**config.mk**
```make
export PLATFORM = sky130hd
export DESIGN_NAME = mem_arbiter
export DESIGN_NICKNAME = d
export VERILOG_FILES = /design/src/rtl/mem_arb_pkg.sv /design/src/rtl/mem_arb_sel.sv /design/src/rtl/mem_arbiter.sv
export SDC_FILE = /design/constraint.sdc
export NUM_CORES = 1
export LEC_CHECK = 0
export ABC_CLOCK_PERIOD_IN_PS = 2720
export CORE_AREA = 2 2 165 167
export DETAILED_ROUTE_END_ITERATION = 10
export DIE_AREA = 0 0 167 169
export PLACE_DENSITY = 0.69
export SYNTH_ARGS = -nofsm -noshare
export SYNTH_HDL_FRONTEND = slang
export SYNTH_HIERARCHICAL = 1
export SYNTH_SLANG_ARGS = --single-unit
```
**constraint.sdc**
```tcl
create_clock -name clk_i -period 2.72 [get_ports clk_i]
set_clock_uncertainty 0.15 [all_clocks]
set_input_delay 0.68 -clock clk_i [delete_from_list [all_inputs] [get_ports clk_i]]
set_output_delay 0.68 -clock clk_i [all_outputs]
set_load 0.005 [all_outputs]
```
**src/rtl/mem_arb_pkg.sv**
```systemverilog
// Shared types and default timing constants for the I/D memory arbiter.
package mem_arb_pkg;

  typedef enum logic [1:0] {ARB_IDLE, ARB_ISSUE, ARB_WAIT, ARB_RESP} state_t;
  typedef enum logic {OWN_I, OWN_D} owner_t;

  localparam int unsigned LATENCY_DEF    = 2;
  localparam int unsigned STARVE_MAX_DEF = 4;

endpackage

```
**src/rtl/mem_arb_sel.sv**
```systemverilog
// Grant selection between fetch (I) and load/store (D) ports.
// Default: fixed D>I priority with starvation guard; MEM_ARB_RR_EN selects round-robin.
module mem_arb_sel
  import mem_arb_pkg::*;
#(
  parameter int unsigned STARVE_MAX = STARVE_MAX_DEF
) (
  input  logic   clk_i,
  input  logic   rst_i,
  input  logic   idle_i,
  input  logic   i_req_i,
  input  logic   d_req_i,
  output logic   gnt_i_o,
  output logic   gnt_d_o,
  output owner_t owner_o
);

  logic gnt_i, gnt_d;

`ifdef MEM_ARB_RR_EN
  owner_t last_q;

  always_comb begin
    gnt_i = 1'b0;
    gnt_d = 1'b0;
    if (idle_i) begin
      if (i_req_i && d_req_i) begin
        if (last_q == OWN_D) gnt_i = 1'b1;
        else                 gnt_d = 1'b1;
      end else begin
        gnt_i = i_req_i;
        gnt_d = d_req_i;
      end
    end
  end

  // Starts at OWN_I so the first conflict after reset goes to D.
  always_ff @(posedge clk_i) begin
    if (rst_i)      last_q <= OWN_I;
    else if (gnt_i) last_q <= OWN_I;
    else if (gnt_d) last_q <= OWN_D;
  end
`else
  localparam int unsigned SW = $clog2(STARVE_MAX + 1);
  localparam logic [SW-1:0] STARVE_LIM = SW'(STARVE_MAX);

  logic [SW-1:0] starve_q;

  always_comb begin
    gnt_i = 1'b0;
    gnt_d = 1'b0;
    if (idle_i) begin
      if (i_req_i && d_req_i) begin
        if (starve_q == STARVE_LIM) gnt_i = 1'b1;
        else                        gnt_d = 1'b1;
      end else begin
        gnt_i = i_req_i;
        gnt_d = d_req_i;
      end
    end
  end

  // Counts conflicts I lost back-to-back; only moves while the arbiter is idle.
  always_ff @(posedge clk_i) begin
    if (rst_i) begin
      starve_q <= '0;
    end else if (idle_i) begin
      if (gnt_i || !i_req_i)
        starve_q <= '0;
      else if (gnt_d && starve_q != STARVE_LIM)
        starve_q <= starve_q + 1'b1;
    end
  end
`endif

  assign gnt_i_o = gnt_i;
  assign gnt_d_o = gnt_d;
  assign owner_o = gnt_d ? OWN_D : OWN_I;

endmodule

```
**src/rtl/mem_arbiter.sv**
```systemverilog
// Single-outstanding arbiter sharing one memory between fetch and load/store ports.
// Optional macro MEM_ARB_RR_EN switches the conflict policy to round-robin.
module mem_arbiter
  import mem_arb_pkg::*;
#(
  parameter int unsigned AW         = 32,
  parameter int unsigned DW         = 64,
  parameter int unsigned LATENCY    = LATENCY_DEF,
  parameter int unsigned STARVE_MAX = STARVE_MAX_DEF
) (
  input  logic          clk_i,
  input  logic          rst_i,
  input  logic          i_req_i,
  input  logic [AW-1:0] i_addr_i,
  output logic          i_gnt_o,
  output logic          i_rvalid_o,
  output logic [DW-1:0] i_rdata_o,
  input  logic          d_req_i,
  input  logic          d_we_i,
  input  logic [AW-1:0] d_addr_i,
  input  logic [DW-1:0] d_wdata_i,
  output logic          d_gnt_o,
  output logic          d_rvalid_o,
  output logic [DW-1:0] d_rdata_o,
  output logic          m_req_o,
  output logic          m_we_o,
  output logic [AW-1:0] m_addr_o,
  output logic [DW-1:0] m_wdata_o,
  input  logic [DW-1:0] m_rdata_i,
  output logic          busy_o
);

  localparam int unsigned CW = (LATENCY > 1) ? $clog2(LATENCY) : 1;
  localparam logic [CW-1:0] CNT_LAST = CW'(LATENCY - 1);

  state_t        state_q;
  owner_t        owner_q;
  logic [CW-1:0] cnt_q;
  logic          we_q;
  logic          m_req_q, m_we_q, busy_q;
  logic          i_rvalid_q, d_rvalid_q;
  logic [AW-1:0] m_addr_q;
  logic [DW-1:0] m_wdata_q, i_rdata_q, d_rdata_q;

  logic   gnt_i, gnt_d;
  owner_t gnt_owner;

  mem_arb_sel #(
    .STARVE_MAX(STARVE_MAX)
  ) u_sel (
    .clk_i  (clk_i),
    .rst_i  (rst_i),
    .idle_i (state_q == ARB_IDLE),
    .i_req_i(i_req_i),
    .d_req_i(d_req_i),
    .gnt_i_o(gnt_i),
    .gnt_d_o(gnt_d),
    .owner_o(gnt_owner)
  );

  always_ff @(posedge clk_i) begin
    if (rst_i) begin
      state_q    <= ARB_IDLE;
      owner_q    <= OWN_I;
      cnt_q      <= '0;
      we_q       <= 1'b0;
      m_req_q    <= 1'b0;
      m_we_q     <= 1'b0;
      busy_q     <= 1'b0;
      i_rvalid_q <= 1'b0;
      d_rvalid_q <= 1'b0;
      m_addr_q   <= '0;
      m_wdata_q  <= '0;
      i_rdata_q  <= '0;
      d_rdata_q  <= '0;
    end else begin
      m_req_q    <= 1'b0;
      m_we_q     <= 1'b0;
      i_rvalid_q <= 1'b0;
      d_rvalid_q <= 1'b0;
      case (state_q)
        ARB_IDLE: begin
          if (gnt_i || gnt_d) begin
            state_q  <= ARB_ISSUE;
            busy_q   <= 1'b1;
            owner_q  <= gnt_owner;
            m_req_q  <= 1'b1;
            m_we_q   <= gnt_d & d_we_i;
            we_q     <= gnt_d & d_we_i;
            m_addr_q <= gnt_d ? d_addr_i : i_addr_i;
            if (gnt_d) m_wdata_q <= d_wdata_i;
          end
        end
        ARB_ISSUE: begin
          state_q <= ARB_WAIT;
          cnt_q   <= '0;
        end
        ARB_WAIT: begin
          // Memory data is valid in the cycle the counter hits its last value.
          if (cnt_q == CNT_LAST) begin
            state_q <= ARB_RESP;
            if (owner_q == OWN_D) begin
              d_rvalid_q <= 1'b1;
              if (!we_q) d_rdata_q <= m_rdata_i;
            end else begin
              i_rvalid_q <= 1'b1;
              i_rdata_q  <= m_rdata_i;
            end
          end else begin
            cnt_q <= cnt_q + 1'b1;
          end
        end
        ARB_RESP: begin
          state_q <= ARB_IDLE;
          busy_q  <= 1'b0;
        end
        default: begin
          state_q <= ARB_IDLE;
          busy_q  <= 1'b0;
        end
      endcase
    end
  end

  assign i_gnt_o    = gnt_i;
  assign d_gnt_o    = gnt_d;
  assign i_rvalid_o = i_rvalid_q;
  assign i_rdata_o  = i_rdata_q;
  assign d_rvalid_o = d_rvalid_q;
  assign d_rdata_o  = d_rdata_q;
  assign m_req_o    = m_req_q;
  assign m_we_o     = m_we_q;
  assign m_addr_o   = m_addr_q;
  assign m_wdata_o  = m_wdata_q;
  assign busy_o     = busy_q;

endmodule
```
==> run metrics <==
R2R depth 8; Static Leak between 4 and 5 nW; Mean Syn Cell Area about 8.9 µm²; max_cap viols 0; critical path endpoint category output port; status finished, final reports clean; CTS max path bufs 3; crit path from d_req_i; Die Y-Extent approximately 170 µm; die width ~170 µm; Slew Viols, Final 0; H-tree depth 1; worst skew pair latency around 0.53 ns; ys flop type dfxtp_1; clk sinks between 200 and 250; WL final about 29 mm; number of CTS-inserted buffers 27; I/O Buffers between 400 and 500; RSZ-0062 raised after global routing no; crit start category primary input; synth top area cells dfxtp_1, nand2_1, a21oi_1; Yosys warnings 6; vias in the first global route roughly 8k; GRT Overall Usage 19.5%; Starting Density between 30% and 40%; final worst-path cycle share 92.5%; Post-CTS Setup Inserts 0; Hold Violations, Final 0; fmax between 300 and 400 MHz; die area 28200 µm²; Layout Nets 1617; Core ar. approximately 27000 µm²; PD cells ~700 nW/µm²; worst-margin pin slew 0.581 ns; ANT cells 0; PostCTS Resize Cnt 9; first-pass GRT wire length between 40 and 50 mm; reg2reg start state_q[0]$_SDFFE_PP0P_; routed len/inst 16.5 µm; global route overflow 0; hold_buf cts 0; vias per cell 4.73; CP Capture Point i_gnt_o; DR vias approximately 8.4k; post-synth top area share between 50% and 60%; Post-Synthesis Cell Area about 9000 µm²; most frequent cells in the layout clkdlybuf4s50_1, nand2_1, dfxtp_1; overall power slightly above 10 mW; GP Congestion roughly 0.78; Area growth syn-to-layout 59.7%; most common cell after layout, fill and taps aside clkdlybuf4s50_1; cells along the critical path clkdlybuf4s50_1, a21boi_2, nor2_2, dlygate4sd2_1; async set-reset flop share out of synthesis 0%; CTS tree built; crit path DAT about 1.7 ns; post-route minimum period around 2.5 ns; Post-synth EDFFs 0; Req. time, crit path 1.89 ns; largest stage delay on the critical path around 0.48 ns; worst relative slew slack around 60%; drt first pass iters 4; Yosys top cell by area dfxtp_1; FF-to-FF End m_addr_o[24]$_SDFFE_PP0P_; WS Path Type primary input to output port; largest net degree at the start of global routing slightly above 100; Clk pin slew, worst setup/hold paths 0.06 ns; Critical-path top delay cell clkdlybuf4s50_1; Hold Path Class flop to flop; Peak VDD IR between 500 and 600 µV; post-route ant nets 0; # DRC 0; final worst slack 0.204 ns; Mapped Nets approximately 1.2k; synthesized instance count approximately 1k; DPL Wire Length about 20 mm; share of layout cells above drive strength 1 13.7%; register bit count reported by yosys about 240; Yosys cell types 40; Seq/Total Area, Yosys 52.7%; initial antenna violation count 0; R2R Setup Slk around 0.57 ns; CP Max Fanout 2; num rows 60; Setup WS pre-CTS -0.103 ns; initial DRC count between 400 and 500; Top Ports between 400 and 500; Setup violations, final 0; root buffer cell clkbuf_16
cell families after synthesis:
| kind of cell | share of synthesized area (%) |
|---|---|
| flops | 52.7 |
| fa+ha+maj | 0.973 |
| simple gates | 19.8 |
| mux | 3.67 |
| compound gates | 17.4 |
| buf+inv | 5.45 |
worst min-delay path by stage:
stage / start / end / slack, ns / cells after the start
after floorplan: we_q$_SDFFE_PP0P_ / we_q$_SDFFE_PP0P_ / 0.30 / 1
after detailed placement: m_wdata_o[16]$_SDFFE_PP0P_ / m_wdata_o[16]$_SDFFE_PP0P_ / 0.30 / 2
after global placement: m_wdata_o[43]$_SDFFE_PP0P_ / m_wdata_o[43]$_SDFFE_PP0P_ / 0.29 / 2
after CTS: m_wdata_o[51]$_SDFFE_PP0P_ / m_wdata_o[51]$_SDFFE_PP0P_ / 0.30 / 2
after global routing: m_wdata_o[27]$_SDFFE_PP0P_ / m_wdata_o[27]$_SDFFE_PP0P_ / 0.31 / 2
final: i_rdata_o[63]$_SDFFE_PP0P_ / i_rdata_o[63]$_SDFFE_PP0P_ / 0.30 / 2
worst max-delay path: cells and delay by family:
kind                   cells  cell delay (ns)
buffers and inverters      2             0.74
and+or+nand+nor            1             0.06
AOI/OAI and AO/OA          1             0.21
per-layer routing:
layer | track usage, % | vias to the layer above | share of wire (%)
met2 | 33.8 | 308 | 48
met4 | 6.03 | 0 | 2.7
met5 | 0 | - | 0
met1 | 23.7 | 3873 | 41
li1 | - | 4135 | -
met3 | 5.00 | 56 | 8.2
flip-flops by register name, indices dropped and copies added, names as in the netlist:
register and flops:
u_sel/starve_q 3, busy_o 1, m_wdata_o 64, i_rvalid_o 1, cnt_q 1, m_we_o 1, m_addr_o 32, we_q 1
m_req_o 1, owner_q 1, d_rvalid_o 1, i_rdata_o 64, d_rdata_o 64, state_q 2
synthesized netlist by cell type (all sizes together) (2+ instances only):
| cell type | n |
|---|---|
| clkbuf | 10 |
| nor3b | 2 |
| ha | 7 |
| a21oi | 196 |
| buf | 66 |
| nor2b | 3 |
| o2bb2ai | 32 |
| nand2b | 4 |
| nand4 | 2 |
| o21ai | 2 |
| mux2i | 33 |
| nor2 | 4 |
| inv | 6 |
| o31ai | 2 |
| nand2 | 388 |
| dfxtp | 237 |
| and3b | 2 |
area by class of cell:
class / instances / area, µm²
clock buffer: 42 / 782
clock inverter: 4 / 28.8
fill: 2445 / 12100
inverter: 6 / 22.5
multi-input combinational: 691 / 3810
sequential: 237 / 4740
tap: 341 / 427
timing repair buffer: 450 / 4560
where the power goes:
part           leakage (nW)  switching, mW  internal (mW)
sequential             1.92          0.206           3.85
combinational          2.59           1.22           1.41
clock                 0.389           1.42           1.96
total                  4.90           2.84           7.22
metrics by stage:
step | instances | hold slack [ns] | utilization [%] | TNS, ns | cell area [µm²]
2_1_floorplan | 1010 | 0.298 | - | 0 | 9000
3_3_place_gp | 1725 | 0.291 | 51.1 | -0.106 | 13500
3_5_place_dp | 1725 | 0.295 | 51.1 | -0.135 | 13500
4_1_cts | 1771 | 0.302 | 54.2 | 0 | 14400
5_1_grt | 1771 | 0.315 | 54.2 | 0 | 14400
6_report | 1771 | 0.301 | 54.2 | 0 | 14400
Note: power is estimated with default switching activity, not from simulation.
